### src/rtl/muldiv_unit_if.sv
// Handshake bundle between the execute stage and the iterative multiply/divide unit.
// Latency: none, wires only.
// Backpressure: in_valid/in_ready for operations, out_valid/out_ready for results.
// Ports: in_valid, in_ready, funct3, a, b, flush (request side); out_valid, out_ready, result (response side).
interface muldiv_unit_if #(
  parameter int XLEN = 32
);
  logic            in_valid;
  logic            in_ready;
  logic [2:0]      funct3;
  logic [XLEN-1:0] a;
  logic [XLEN-1:0] b;
  logic            flush;
  logic            out_valid;
  logic            out_ready;
  logic [XLEN-1:0] result;

  // pipeline side
  modport master (
    output in_valid, funct3, a, b, flush, out_ready,
    input  in_ready, out_valid, result
  );

  // unit side
  modport slave (
    input  in_valid, funct3, a, b, flush, out_ready,
    output in_ready, out_valid, result
  );
endinterface

### src/rtl/muldiv_unit.sv
// Iterative RISC-V M-extension multiply/divide (radix-2 shift-add, restoring divide).
// Latency: XLEN+1 cycles iterative, 1 cycle for divide-by-zero / signed overflow (and multiply with MULDIV_FAST_MUL_EN).
// Backpressure: result held in DONE until out_ready; in_ready low until the cycle after handoff; flush aborts.
// Ports: clk, reset (sync, active-high), bus (muldiv_unit_if.slave).
// Optional: `define MULDIV_FAST_MUL_EN for a single-cycle combinational multiplier; divide unchanged.
module muldiv_unit #(
  parameter int XLEN = 32
) (
  input  logic        clk,
  input  logic        reset,
  muldiv_unit_if.slave bus
);
  localparam int CW = $clog2(XLEN);

  typedef enum logic [1:0] {S_IDLE, S_MUL, S_DIV, S_DONE} state_t;

  state_t            state;
  logic [1:0]        op;        // funct3[1:0] is enough once mul/div is encoded in the state
  logic [CW-1:0]     cnt;
  logic [2*XLEN-1:0] p;         // mul: {partial hi, multiplier}; div: {remainder, dividend/quotient}
  logic [XLEN-1:0]   d;         // mul: multiplicand magnitude; div: divisor magnitude
  logic              neg_q;     // negate product / quotient at the end
  logic              neg_r;     // negate remainder at the end
  logic              out_valid_q;
  logic [XLEN-1:0]   result_q;

  // incoming op decode
  logic            is_mul, a_sgn, b_sgn, a_neg, b_neg;
  logic [XLEN-1:0] a_mag, b_mag;
  logic            div_zero, div_ovf, accept;

  always_comb begin
    is_mul   = ~bus.funct3[2];
    a_sgn    = (bus.funct3 == 3'b001) | (bus.funct3 == 3'b010) | (bus.funct3[2] & ~bus.funct3[0]);
    b_sgn    = (bus.funct3 == 3'b001) | (bus.funct3[2] & ~bus.funct3[0]);
    a_neg    = a_sgn & bus.a[XLEN-1];
    b_neg    = b_sgn & bus.b[XLEN-1];
    a_mag    = a_neg ? -bus.a : bus.a;
    b_mag    = b_neg ? -bus.b : bus.b;
    div_zero = bus.funct3[2] & (bus.b == '0);
    div_ovf  = bus.funct3[2] & ~bus.funct3[0] &
               (bus.a == {1'b1, {(XLEN-1){1'b0}}}) & (bus.b == '1);
    accept   = bus.in_valid & (state == S_IDLE) & ~bus.flush;
  end

`ifdef MULDIV_FAST_MUL_EN
  // one extra bit per operand carries the signedness, so a single signed
  // multiply covers MULH, MULHSU and MULHU; 2*XLEN bits of it are exact
  logic [XLEN:0]     ea, eb;
  logic [2*XLEN-1:0] fprod;
  assign ea    = {a_sgn & bus.a[XLEN-1], bus.a};
  assign eb    = {b_sgn & bus.b[XLEN-1], bus.b};
  assign fprod = $signed(ea) * $signed(eb);
`endif

  // one iteration step plus the sign fix-up applied on the final step
  logic [XLEN:0]     mul_sum, rem_sh;
  logic              ge;
  logic [XLEN-1:0]   rem_sub, quo_f, rem_f, fin;
  logic [2*XLEN-1:0] p_nxt, prod_f;

  always_comb begin
    mul_sum = {1'b0, p[2*XLEN-1:XLEN]} + {1'b0, (p[0] ? d : {XLEN{1'b0}})};
    rem_sh  = {p[2*XLEN-1:XLEN], p[XLEN-1]};
    ge      = rem_sh >= {1'b0, d};
    // when ge holds the true difference is below d, so XLEN bits suffice
    rem_sub = rem_sh[XLEN-1:0] - d;
    p_nxt   = p;
    if (state == S_MUL)
      p_nxt = {mul_sum, p[XLEN-1:1]};
    else if (state == S_DIV)
      p_nxt = {(ge ? rem_sub : rem_sh[XLEN-1:0]), p[XLEN-2:0], ge};
    prod_f = neg_q ? -p_nxt : p_nxt;
    quo_f  = neg_q ? -p_nxt[XLEN-1:0] : p_nxt[XLEN-1:0];
    rem_f  = neg_r ? -p_nxt[2*XLEN-1:XLEN] : p_nxt[2*XLEN-1:XLEN];
    if (state == S_MUL)
      fin = (op == 2'b00) ? prod_f[XLEN-1:0] : prod_f[2*XLEN-1:XLEN];
    else
      fin = op[1] ? rem_f : quo_f;
  end

  always_ff @(posedge clk) begin
    if (reset) begin
      state       <= S_IDLE;
      out_valid_q <= 1'b0;
      result_q    <= '0;
    end else if (bus.flush) begin
      state       <= S_IDLE;
      out_valid_q <= 1'b0;
    end else begin
      case (state)
        S_IDLE: begin
          if (accept) begin
            op    <= bus.funct3[1:0];
            cnt   <= '0;
            neg_q <= a_neg ^ b_neg;
            neg_r <= a_neg;
            if (div_zero) begin
              result_q    <= bus.funct3[1] ? bus.a : '1;
              out_valid_q <= 1'b1;
              state       <= S_DONE;
            end else if (div_ovf) begin
              result_q    <= bus.funct3[1] ? '0 : bus.a;
              out_valid_q <= 1'b1;
              state       <= S_DONE;
`ifdef MULDIV_FAST_MUL_EN
            end else if (is_mul) begin
              result_q    <= (bus.funct3 == 3'b000) ? fprod[XLEN-1:0] : fprod[2*XLEN-1:XLEN];
              out_valid_q <= 1'b1;
              state       <= S_DONE;
`else
            end else if (is_mul) begin
              d     <= a_mag;
              p     <= {{XLEN{1'b0}}, b_mag};
              state <= S_MUL;
`endif
            end else begin
              d     <= b_mag;
              p     <= {{XLEN{1'b0}}, a_mag};
              state <= S_DIV;
            end
          end
        end
        S_MUL, S_DIV: begin
          p   <= p_nxt;
          cnt <= cnt + CW'(1);
          if (cnt == CW'(XLEN-1)) begin
            result_q    <= fin;
            out_valid_q <= 1'b1;
            state       <= S_DONE;
          end
        end
        S_DONE: begin
          if (bus.out_ready) begin
            out_valid_q <= 1'b0;
            state       <= S_IDLE;
          end
        end
        default: state <= S_IDLE;
      endcase
    end
  end

  assign bus.in_ready  = (state == S_IDLE);
  assign bus.out_valid = out_valid_q;
  assign bus.result    = result_q;
endmodule

### src/flat_wrapper.sv
// flat-port wrapper written by rule: the top's interface ports become plain ports
module muldiv_unit_flat 
#(
  parameter int XLEN = 32
)
  (clk, reset, bus_in_valid, bus_funct3, bus_a, bus_b, bus_flush, bus_out_ready, bus_in_ready, bus_out_valid, bus_result);
  muldiv_unit_if #(.XLEN(XLEN)) bus_i ();
  input  logic clk;
  input  logic reset;
  input wire logic [$bits(bus_i.in_valid)-1:0] bus_in_valid;
  input wire logic [$bits(bus_i.funct3)-1:0] bus_funct3;
  input wire logic [$bits(bus_i.a)-1:0] bus_a;
  input wire logic [$bits(bus_i.b)-1:0] bus_b;
  input wire logic [$bits(bus_i.flush)-1:0] bus_flush;
  input wire logic [$bits(bus_i.out_ready)-1:0] bus_out_ready;
  output wire logic [$bits(bus_i.in_ready)-1:0] bus_in_ready;
  output wire logic [$bits(bus_i.out_valid)-1:0] bus_out_valid;
  output wire logic [$bits(bus_i.result)-1:0] bus_result;
  assign bus_i.in_valid = bus_in_valid;
  assign bus_i.funct3 = bus_funct3;
  assign bus_i.a = bus_a;
  assign bus_i.b = bus_b;
  assign bus_i.flush = bus_flush;
  assign bus_i.out_ready = bus_out_ready;
  assign bus_in_ready = bus_i.in_ready;
  assign bus_out_valid = bus_i.out_valid;
  assign bus_result = bus_i.result;
  muldiv_unit #(.XLEN(XLEN)) u_core (.clk(clk), .reset(reset), .bus(bus_i));
endmodule
### config.mk
export PLATFORM = sky130hd
export DESIGN_NAME = muldiv_unit_flat
export DESIGN_NICKNAME = d
export VERILOG_FILES = /design/src/rtl/muldiv_unit_if.sv /design/src/rtl/muldiv_unit.sv /design/src/flat_wrapper.sv
export SDC_FILE = /design/constraint.sdc
export NUM_CORES = 1
export LEC_CHECK = 0
export ABC_CLOCK_PERIOD_IN_PS = 14100
export CORE_MARGIN = 2
export CORE_UTILIZATION = 55
export CTS_CLUSTER_DIAMETER = 60
export DETAILED_ROUTE_END_ITERATION = 6
export GPL_ROUTABILITY_DRIVEN = 1
export PLACE_DENSITY_LB_ADDON = 0.15
export SLEW_MARGIN = 15
export SYNTH_ARGS = -nofsm -noshare
export SYNTH_HDL_FRONTEND = slang
export SYNTH_SLANG_ARGS = --single-unit
### constraint.sdc
create_clock -name clk -period 14.1 [get_ports clk]
set_clock_uncertainty 0.2 [all_clocks]
set_input_delay 1.41 -clock clk [delete_from_list [all_inputs] [get_ports clk]]
set_output_delay 1.41 -clock clk [all_outputs]
set_load 0.01 [all_outputs]
; ---- Yosys cells after proc, flatten, opt, wreduce, memory -nomap -nowiden
; Cells that the tools add are included.
[word_totals]
register_bits = 140
latch_bits = 0
mem_bits_rw = 0
romBits = 0
inputBits = 72
out_inout_bits = 34
word_cells = 102
mem_count = 0
[op_classes]
add_sub_neg = 8
mul = 0
n_div = 0
order_cmp = 1
eq_ne = 14
shift = 0
muxes = 40
bitwise_logic = 17
reduce_logical = 13
[op_table]
columns = op, count
row1 = $mux W32, 17
row2 = $mux W64, 6
row3 = $neg A32 Y32, 4
row4 = $pmux W64 S2, 1
row5 = $eq A32 B32 Y1 const B, 2
row6 = $neg A64 Y64, 1
row7 = $pmux W32 S2, 1
row8 = $add A32 B32 Y33, 1
row9 = $ge A33 B32 Y1, 1
row10 = $logic_not A32 Y1, 1
row11 = $sub A32 B32 Y32, 1
row12 = $mux W2, 6
row13 = $reduce_and A4 Y1, 3
row14 = $reduce_and A6 Y1, 2
row15 = $pmux W5 S2, 1
row16 = $and A1 B1 Y1, 8
row17 = $ne A2 B2 Y1 const B, 3
row18 = $pmux W2 S3, 1
row19 = $add A5 B1 Y5 const B, 1
row20 = $eq A5 B5 Y1 const B, 1
row21 = $mux W1, 5
row22 = $mux W5, 1
row23 = $not A1 Y1, 5
row24 = $reduce_and A5 Y1, 1
row25 = other kinds (13), 19

; ---- Depth between registers and ports, before layout
; Gate-level depths: netlist (run 1).
[logic_depth]
depth_word = 10
depth_mapped = 25
ltp_nobuf = 21

; ---- Worst setup path after synthesis (run 1)
; No wires, ideal clock.
[synth_path]
path_kind = input port to flip-flop
startpoint = in bus_a[0]
endpoint = reg u_core.p[0], enable pin
setup_time_ns = 0.583
arrival_ns = 6.947
required_ns = 13.317
path_slack_ns = 6.369
cell_stages = 8
n_path_buf = 0
cell_sequence = inv_1 ha_1 nand3b_1 nor3_1 nand3_1 or4_1 o21ai_1 a21boi_0
[synth_via]
elab_chain_cells = 5
[synth_lines]
columns = element, line
row1 = start: declaration, flat_wrapper.sv:12  ; input wire logic [$bits(bus_i.a)-1:0] bus_a;
row2 = $eq A32 B32 Y1, muldiv_unit.sv:42  ; (bus.a == {1'b1, {(XLEN-1){1'b0}}}) & (bus.b == '1);
row3 = $and A1 B1 Y1, muldiv_unit.sv:41  ; div_ovf = bus.funct3[2] & ~bus.funct3[0] &
row4 = $and A1 B1 Y1, muldiv_unit.sv:42
row5 = $ne A2 B2 Y1 (no line), --
row6 = $reduce_and A6 Y1 (no line), --
row7 = end signal: assignment, muldiv_unit.sv:114  ; p <= {{XLEN{1'b0}}, b_mag};
row8 = end signal: assignment, muldiv_unit.sv:119  ; p <= {{XLEN{1'b0}}, a_mag};
row9 = end signal: assignment, muldiv_unit.sv:125  ; p <= p_nxt;
row10 = end: declaration, muldiv_unit.sv:20  ; logic [2*XLEN-1:0] p;
; No other way between the ends.
; A chain may end at the register's enable or synchronous reset.

; ---- Final worst setup path (run 1)
[layout_path]
startpoint = reg u_core.p[61]
endpoint = reg u_core.result_q[6], in the netlist u_core.bus.result[6]
[layout_via]
elab_chain_cells = 10
elab_cells_between_ends = 15
cone_classes = 3 x add/sub / 1 x order compare / 11 x mux
[layout_lines]
columns = element, line
row1 = $ge A33 B32 Y1 (*), muldiv_unit.sv:65  ; ge = rem_sh >= {1'b0, d};
row2 = $mux W32, muldiv_unit.sv:72  ; p_nxt = {(ge ? rem_sub : rem_sh[XLEN-1:0]), p[XLEN-2:0], ge};
row3 = $mux W64 (*), muldiv_unit.sv:71  ; else if (state == S_DIV)
row4 = $mux W64 (*), muldiv_unit.sv:69  ; if (state == S_MUL)
row5 = $neg A64 Y64 or $neg A32 Y32 (tied branches), "muldiv_unit.sv:73, muldiv_unit.sv:75"
row6 = $mux W64 or $mux W32 (tied branches), "muldiv_unit.sv:73, muldiv_unit.sv:75"
row7 = "$mux W32, on equally long branches", "muldiv_unit.sv:77, muldiv_unit.sv:79"
row8 = $mux W32 (*), muldiv_unit.sv:76  ; if (state == S_MUL)
row9 = $mux W32 (*), muldiv_unit.sv:127  ; if (cnt == CW'(XLEN-1)) begin
row10 = $pmux W32 S2 (*), muldiv_unit.sv:91  ; case (state)
row11 = end signal: assignment, muldiv_unit.sv:99  ; result_q <= bus.funct3[1] ? bus.a : '1;
row12 = end signal: assignment, muldiv_unit.sv:103  ; result_q <= bus.funct3[1] ? '0 : bus.a;
row13 = end signal: assignment, muldiv_unit.sv:128  ; result_q <= fin;
row14 = end: declaration, muldiv_unit.sv:25  ; logic [XLEN-1:0] result_q;
; Mark *: on every way between the ends. The rest lies on a longest branch, timed or not. The select of a mux whose other input is x is not followed.

==> reports/results.ini, run 1 <==
[status]
outcome = finished with violations
violations = DRC

[sta]
fin_ws_ns = 7.214
rsz0062_at_grt = false
max_freq_mhz = 145.2
drv_slew = 0
fin_tns_setup_ns = 0
tightest_slew_ns = 1.067
fin_crit_ns = 6.886
worst_slew_margin_rel = 0.2847
hold_violations = 0
whs_ns = 0.2963
setup_viol = 0
fin_crit_sh = 0.4883

[critical_path]
crit_start = u_core.p[61]
crit_chain = ha_1 > a21o_1 > a211o_1 > or3_4 > or3_2 > nor3_2 > nor3_1 > a21oi_1 > ha_1 > and3_1 > o2111ai_1 > nand4b_1 > nor3_1 > nand2b_1 > nand2b_1 > o31ai_1 > xor2_1 > a21oi_1 > a22oi_1 > a21oi_1
required_ns = 14.22
critical-path-top-delay-family = simple AND/OR/NAND/NOR gates
rr_startpoint = u_core.p[61]
cp.arrival_ns = 7.01
start_kind = flip-flop
slowest_stage = or3_2
cp_common_cell = a21oi_1
endpoint_kind = flip-flop
worst_path_largest_cell_delay_ns = 0.53
crit_buf_inv = 0
crit_type = reg -> reg
worstPathMaxFanout = 12

[finish]
area_growth_pct = 11.07
utilization = 0.6249
drive_above_1_share = 0.05912
fill_cells = 2633
antenna_cells = 0
nNetsFinal = 2354

[power]
peakVddDrop_v = 0.00006418
p_leak_nw = 6.835
pwr_density_cell_nw_per_um2 = 78.24

[clock_tree]
root_buffer = clkbuf_16
clk_pin_slew_ns = 0.07
clock_sinks = 140
postCtsHoldBufs = 0
clk_latency_ns = 0.45
cts_made_buffers = 17
cts.repair.resized = 0
cts.htree.levels = 4
cts_tree = yes
clk_path_buf_depth = 2
postCtsSetupBuffers = 0

[global_route]
grtUsageTotal = 0.4230
grt_antenna_before_repair = 3
grt_pass1_vias = 17000
grt-ovfl-total = 0
grt_max_degree = 78
grt_pass1_wl_mm = 101.2

[floorplan]
std_cell_rows = 63
core_area_sq_um = 29800
io_pins = 106
die_w_um = 178.6
die-area_sq_um = 31890
fp.dieH_um = 178.6
initial_core_util = 0.5627

[min_path]
min_path_type = reg -> reg
min_from = u_core.bus.result[2]

[synth]
ys_seq_area_frac = 0.2299
synth_edf_count = 105
syn_area_per_cell_sq_um = 7.740
syn_nets = 2317
synthArstFlopShare = 0
synthCells = 2166
ys.flop_type = edfxtp_1
synth_area_sq_um = 16760
ys_warn_count = 0
synth_cell_types = 110
synth-seq-cells = 140

[drt]
drc = 39
wire_per_inst_um = 26.02
vias_per_cell = 6.999
drt_iter0_drc = 2538
drt_pass1_iterations = 7
ant_nets = 0
routed_wl_mm = 67.82
vias = 18240

[placement]
post-place-ws_ns = 7.237
dp_hpwl_mm = 52.55
gp_congestion = 1.015
port_buffers = 105

[job]
cap_violations = 0

power breakdown:
group	switching [mW]	leakage (nW)	total, mW	internal (mW)
logic	0.329	5.32	0.510	0.181
registers	0.0205	1.26	0.490	0.470
clock network	0.211	0.263	0.457	0.246
tightest hold or removal path, stage by stage, from the launching register on:
cell and delay, ns:
dfxtp_1 0.31, nor2_1 0.09, nor3_1 0.05
per-stage QoR:
stage	std cells	total power [mW]	instance area, sq um
after floorplan	2166	0.8153	16760
after global placement	2574	0.9787	18050
after detailed placement	2574	0.9866	18050
after CTS	2606	1.434	18620
after global routing	2606	1.500	18620
final	2606	1.457	18620
path summary, 6_finish.rpt:
kind | to | slack (ns) | depth (start not counted)
worst max register to register | u_core.bus.result[6] | 7.21 | 20
worst min register to register | u_core.bus.result[2] | 0.30 | 2
worst min-delay path | u_core.bus.result[2] | 0.30 | 2
worst max-delay path | u_core.bus.result[6] | 7.21 | 20
state kept, by name, summed over array words and instances (netlist names):
register	cells
u_core.neg_r	1
u_core.op	2
u_core.neg_q	1
u_core.p	64
u_core.state	2
u_core.bus.out_valid	1
u_core.bus.result	32
u_core.cnt	5
u_core.d	32
kinds of logic after synthesis:
family	share of synthesized area
xor gates and xnor gates	0.08463
muxes	0.07008
AOI/OAI and AO/OA	0.2666
buffers and inverters	0.05008
and+or+nand+nor	0.2323
adders and majority gates	0.06642
DFF	0.2299
synth_stat cells (all sizes together) (25+ instances only):
cell type | count | area (sq um)
a21oi | 225 | 1126
nor2 | 205 | 772.0
nand2 | 194 | 728.2
o21ai | 154 | 778.3
edfxtp | 105 | 3153
mux2i | 96 | 960.9
xnor2 | 95 | 832.1
inv | 94 | 352.8
ha | 77 | 963.4
xor2 | 67 | 586.8
and2 | 64 | 400.4
clkbuf | 63 | 236.5
nor3 | 63 | 336.6
buf | 48 | 246.5
nand3 | 42 | 220.2
nand4 | 37 | 246.5
dfxtp | 35 | 700.7
nand2b | 34 | 220.2
a211oi | 31 | 257.8
nor4 | 29 | 200.2
a21o | 25 | 187.7
layout by cell type, fill, tap and decap left out, types with 21 or more instances in the layout:
master           instances
and2_1                  64
clkdlybuf4s50_1        104
o21ai_0                143
xnor2_1                 95
a21oi_1                225
buf_4                   24
nand2_1                194
a211oi_1                29
nand4_1                 36
a21o_1                  25
nor4_1                  26
xor2_1                  67
nor3_1                  60
dfxtp_1                 35
edfxtp_1               105
a31oi_1                 21
nor2_1                 204
ha_1                    74
nand3_1                 40
nand2b_1                33
o31ai_1                 21
inv_1                   91
mux2i_1                 96
final cells by class:
type	count	area, sq um	share of cell area
flip-flops and latches	140	3854	0.2070
inverters	95	356.6	0.01915
clock buffers	18	429.2	0.02305
repair buffers	129	1226	0.06585
clock inverters	14	136.4	0.007324
well taps	390	488.0	0.02621
multi-input cells	1820	12130	0.6515
layer usage:
layer	global-route usage	wire length [um]
met2	0.6771	30530
met1	0.5215	25610
met3	0.07460	6600
met4	0.2801	5041
met5	0	38
Note: power is estimated with default switching activity, not from simulation.
==> run 2, diff against run 1 <==
ABC_CLOCK_PERIOD_IN_PS = 6920   (was 14100)
clock period = 6.92 ns   (was 14.1 ns; I/O delays follow)
==> run 2 against run 1 <==
Net effect: the flow still finishes with violations (DRC); die area did not move; combinational power up 110%; clock power up 97%; register-to-register slack worse by 6.8 ns; non-clock buffer count rose by 33; highest routed layer is now met4.
==> reports/results.ini, run 2 (synthesis gave the netlist of run 1 again) <==
[sta]
worst_slew_margin_rel = 0.2135  ; -0.07122
fin_crit_sh = 0.9348  ; +0.4465
fin_crit_ns = 6.469  ; -0.4168 ns
tightest_slew_ns = 1.170  ; +0.1033 ns
setup_viol = 0  ; unchanged
rsz0062_at_grt = false
drv_slew = 0  ; unchanged
hold_violations = 0  ; unchanged
fin_tns_setup_ns = 0  ; unchanged
max_freq_mhz = 154.6  ; +6.4%

[clock_tree]
cts_made_buffers = 17  ; unchanged
cts_tree = yes
root_buffer = clkbuf_16
clk_latency_ns = 0.45  ; about the same
clk_pin_slew_ns = 0.07  ; about the same
cts.repair.resized = 0  ; unchanged
cts.htree.levels = 4  ; unchanged
postCtsSetupBuffers = 0  ; unchanged
clock_sinks = 140  ; unchanged
postCtsHoldBufs = 0  ; unchanged
clk_path_buf_depth = 2  ; unchanged

[floorplan]
core_area_sq_um = 29800  ; unchanged
std_cell_rows = 63  ; unchanged
initial_core_util = 0.5627  ; unchanged
die_w_um = 178.6  ; unchanged
die-area_sq_um = 31890  ; unchanged
fp.dieH_um = 178.6  ; unchanged
io_pins = 106  ; unchanged

[finish]
seq_area_sq_um = 3854  ; unchanged
fill_cells = 2658  ; +0.95%
multiInputGateArea_sq_um = 12130  ; about the same
drive_above_1_share = 0.07337  ; +0.01425
stdcell_count = 2639  ; +1.3%
design_area_sq_um = 18860  ; +1.3%
nNetsFinal = 2387  ; +1.4%
antenna_cells = 0  ; unchanged
area_growth_pct = 12.52
largest-register = u_core.p
layout_commonest_cell = a21oi_1
largest_reg_flops = 64  ; unchanged
utilization = 0.6331  ; +0.008188
layout_common_cells = a21oi_1, nor2_1, nand2_1, o21ai_0, edfxtp_1

[placement]
dp_hpwl_mm = 52.67  ; +0.23%
port_buffers = 105  ; unchanged
dp.cells = 2607  ; +1.3%
gp_congestion = 1.001  ; -1.3%
placedInstanceArea_sq_um = 18310  ; +1.4%

[drt]
vias = 18480  ; +1.3%
drt_iter0_drc = 2748  ; +8.3%
drc = 1  ; -97%
drt_pass1_iterations = 7  ; unchanged
routed_wl_mm = 67.49  ; -0.49%
wire_per_inst_um = 25.57  ; -1.7%
ant_nets = 0  ; unchanged
vias_per_cell = 7.004  ; about the same

[global_route]
grt_antenna_before_repair = 0  ; -3
grt_max_degree = 102  ; +31%
grt_pass1_vias = 17150  ; +0.89%
grtUsageTotal = 0.4184  ; -0.004654
grt-ovfl-total = 0  ; unchanged
grt_pass1_wl_mm = 100.5  ; -0.70%

[power]
pwr_density_cell_nw_per_um2 = 156.7  ; +100%
pwr-share-seq = 0.336  ; about the same
p_comb_frac = 0.359  ; +0.009
peakVddDrop_v = 0.0001349  ; +110%
p_int_mw = 1.810  ; +100%
power_mw = 2.956  ; +100%
switchingPower_mw = 1.147  ; +100%
p_clk_frac = 0.305  ; -0.009
p_leak_nw = 7.002  ; +2.4%
sw_frac_of_total = 0.3878  ; +0.003012

[status]
outcome = finished with violations
violations = DRC

[critical_path]
required_ns = 7.09  ; -7.13 ns
crit_start = u_core.p[61]
endpoint_kind = flip-flop
start_kind = flip-flop
worstRegToRegCells = 19  ; -5.0%
worstPathMaxFanout = 12  ; unchanged
timing.rr.end = u_core.bus.result[14]
cp.arrival_ns = 6.64  ; -0.37 ns
ff2ff_setup_slack_ns = 0.45  ; -6.76 ns
rr_startpoint = u_core.p[61]
crit_type = reg -> reg
cp-endpoint = u_core.bus.result[14]

[job]
cap_violations = 0  ; unchanged

[min_path]
min_path_type = reg -> reg

## run 2: changes by cell type in the layout (fill, tap and decap cells not counted), moves of 2 or more
cell,change
buf_4,+32
clkinvlp_4,-3
inv_6,+2
inv_8,+2
## run 2: how the worst min path moves through the flow
| stage | from | endpoint | slack, ns | cells past startpoint |
|---|---|---|---|---|
| after floorplan | u_core.bus.result[19] | u_core.bus.result[19] | 0.28 | 2 |
| after global placement | u_core.bus.result[0] | u_core.bus.result[0] | 0.29 | 2 |
| after detailed placement | u_core.bus.result[0] | u_core.bus.result[0] | 0.30 | 2 |
| after CTS | u_core.bus.result[0] | u_core.bus.result[0] | 0.30 | 2 |
| after global routing | u_core.bus.result[16] | u_core.bus.result[16] | 0.33 | 2 |
| final | u_core.bus.result[0] | u_core.bus.result[0] | 0.30 | 2 |
## run 2: worst max-delay path, cell delays in order, from the launching register on
cell and delay, ns:
edfxtp_1 0.47, ha_1 0.39, a21o_1 0.22, a211o_1 0.31, or3_4 0.41, or3_2 0.49
nor3_2 0.37, nor3_1 0.16, a21oi_1 0.19, ha_1 0.26, and3_1 0.20, o2111ai_1 0.19
nand4b_1 0.35, nor3_1 0.46, nand2b_1 0.43, or4b_2 0.74, nand2_1 0.10, xor2_1 0.18
a21oi_1 0.09, nor3_1 0.16
## run 2: stage by stage
stage          hold WS, ns  setup slack (ns)
3_3_place_gp        0.2903            0.7426
6_report            0.3008            0.4511
3_5_place_dp        0.2952            0.6498
4_1_cts             0.3038            0.6024
2_1_floorplan       0.2835             1.157
5_1_grt             0.3325            0.1240
## run 2: cell type report
type | instances | area share
clock buffer | 17 | 0.02255
clock inverter | 15 | 0.006832
tap | 390 | 0.02587
multi-input combinational | 1820 | 0.6428
sequential | 140 | 0.2043
inverter | 95 | 0.01890
timing repair buffer | 162 | 0.07880
## run 2: metal layers
metal	global-route usage	up-vias	share of wire
met5	0	-	0
met4	0.2527	0	0.069
met3	0.05691	262	0.10
met2	0.6828	1328	0.45
met1	0.5248	8674	0.38
li1	-	8220	-
## run 2: power groups by stage
stage	Combinational [mW]	Sequential, mW	Clock (mW)
floorplan	0.661	0.999	0
global placement	1.00	1.01	0
detailed placement	1.02	1.01	0
CTS	1.02	0.991	0.896
global route	1.12	0.995	0.927
finish	1.06	0.993	0.902
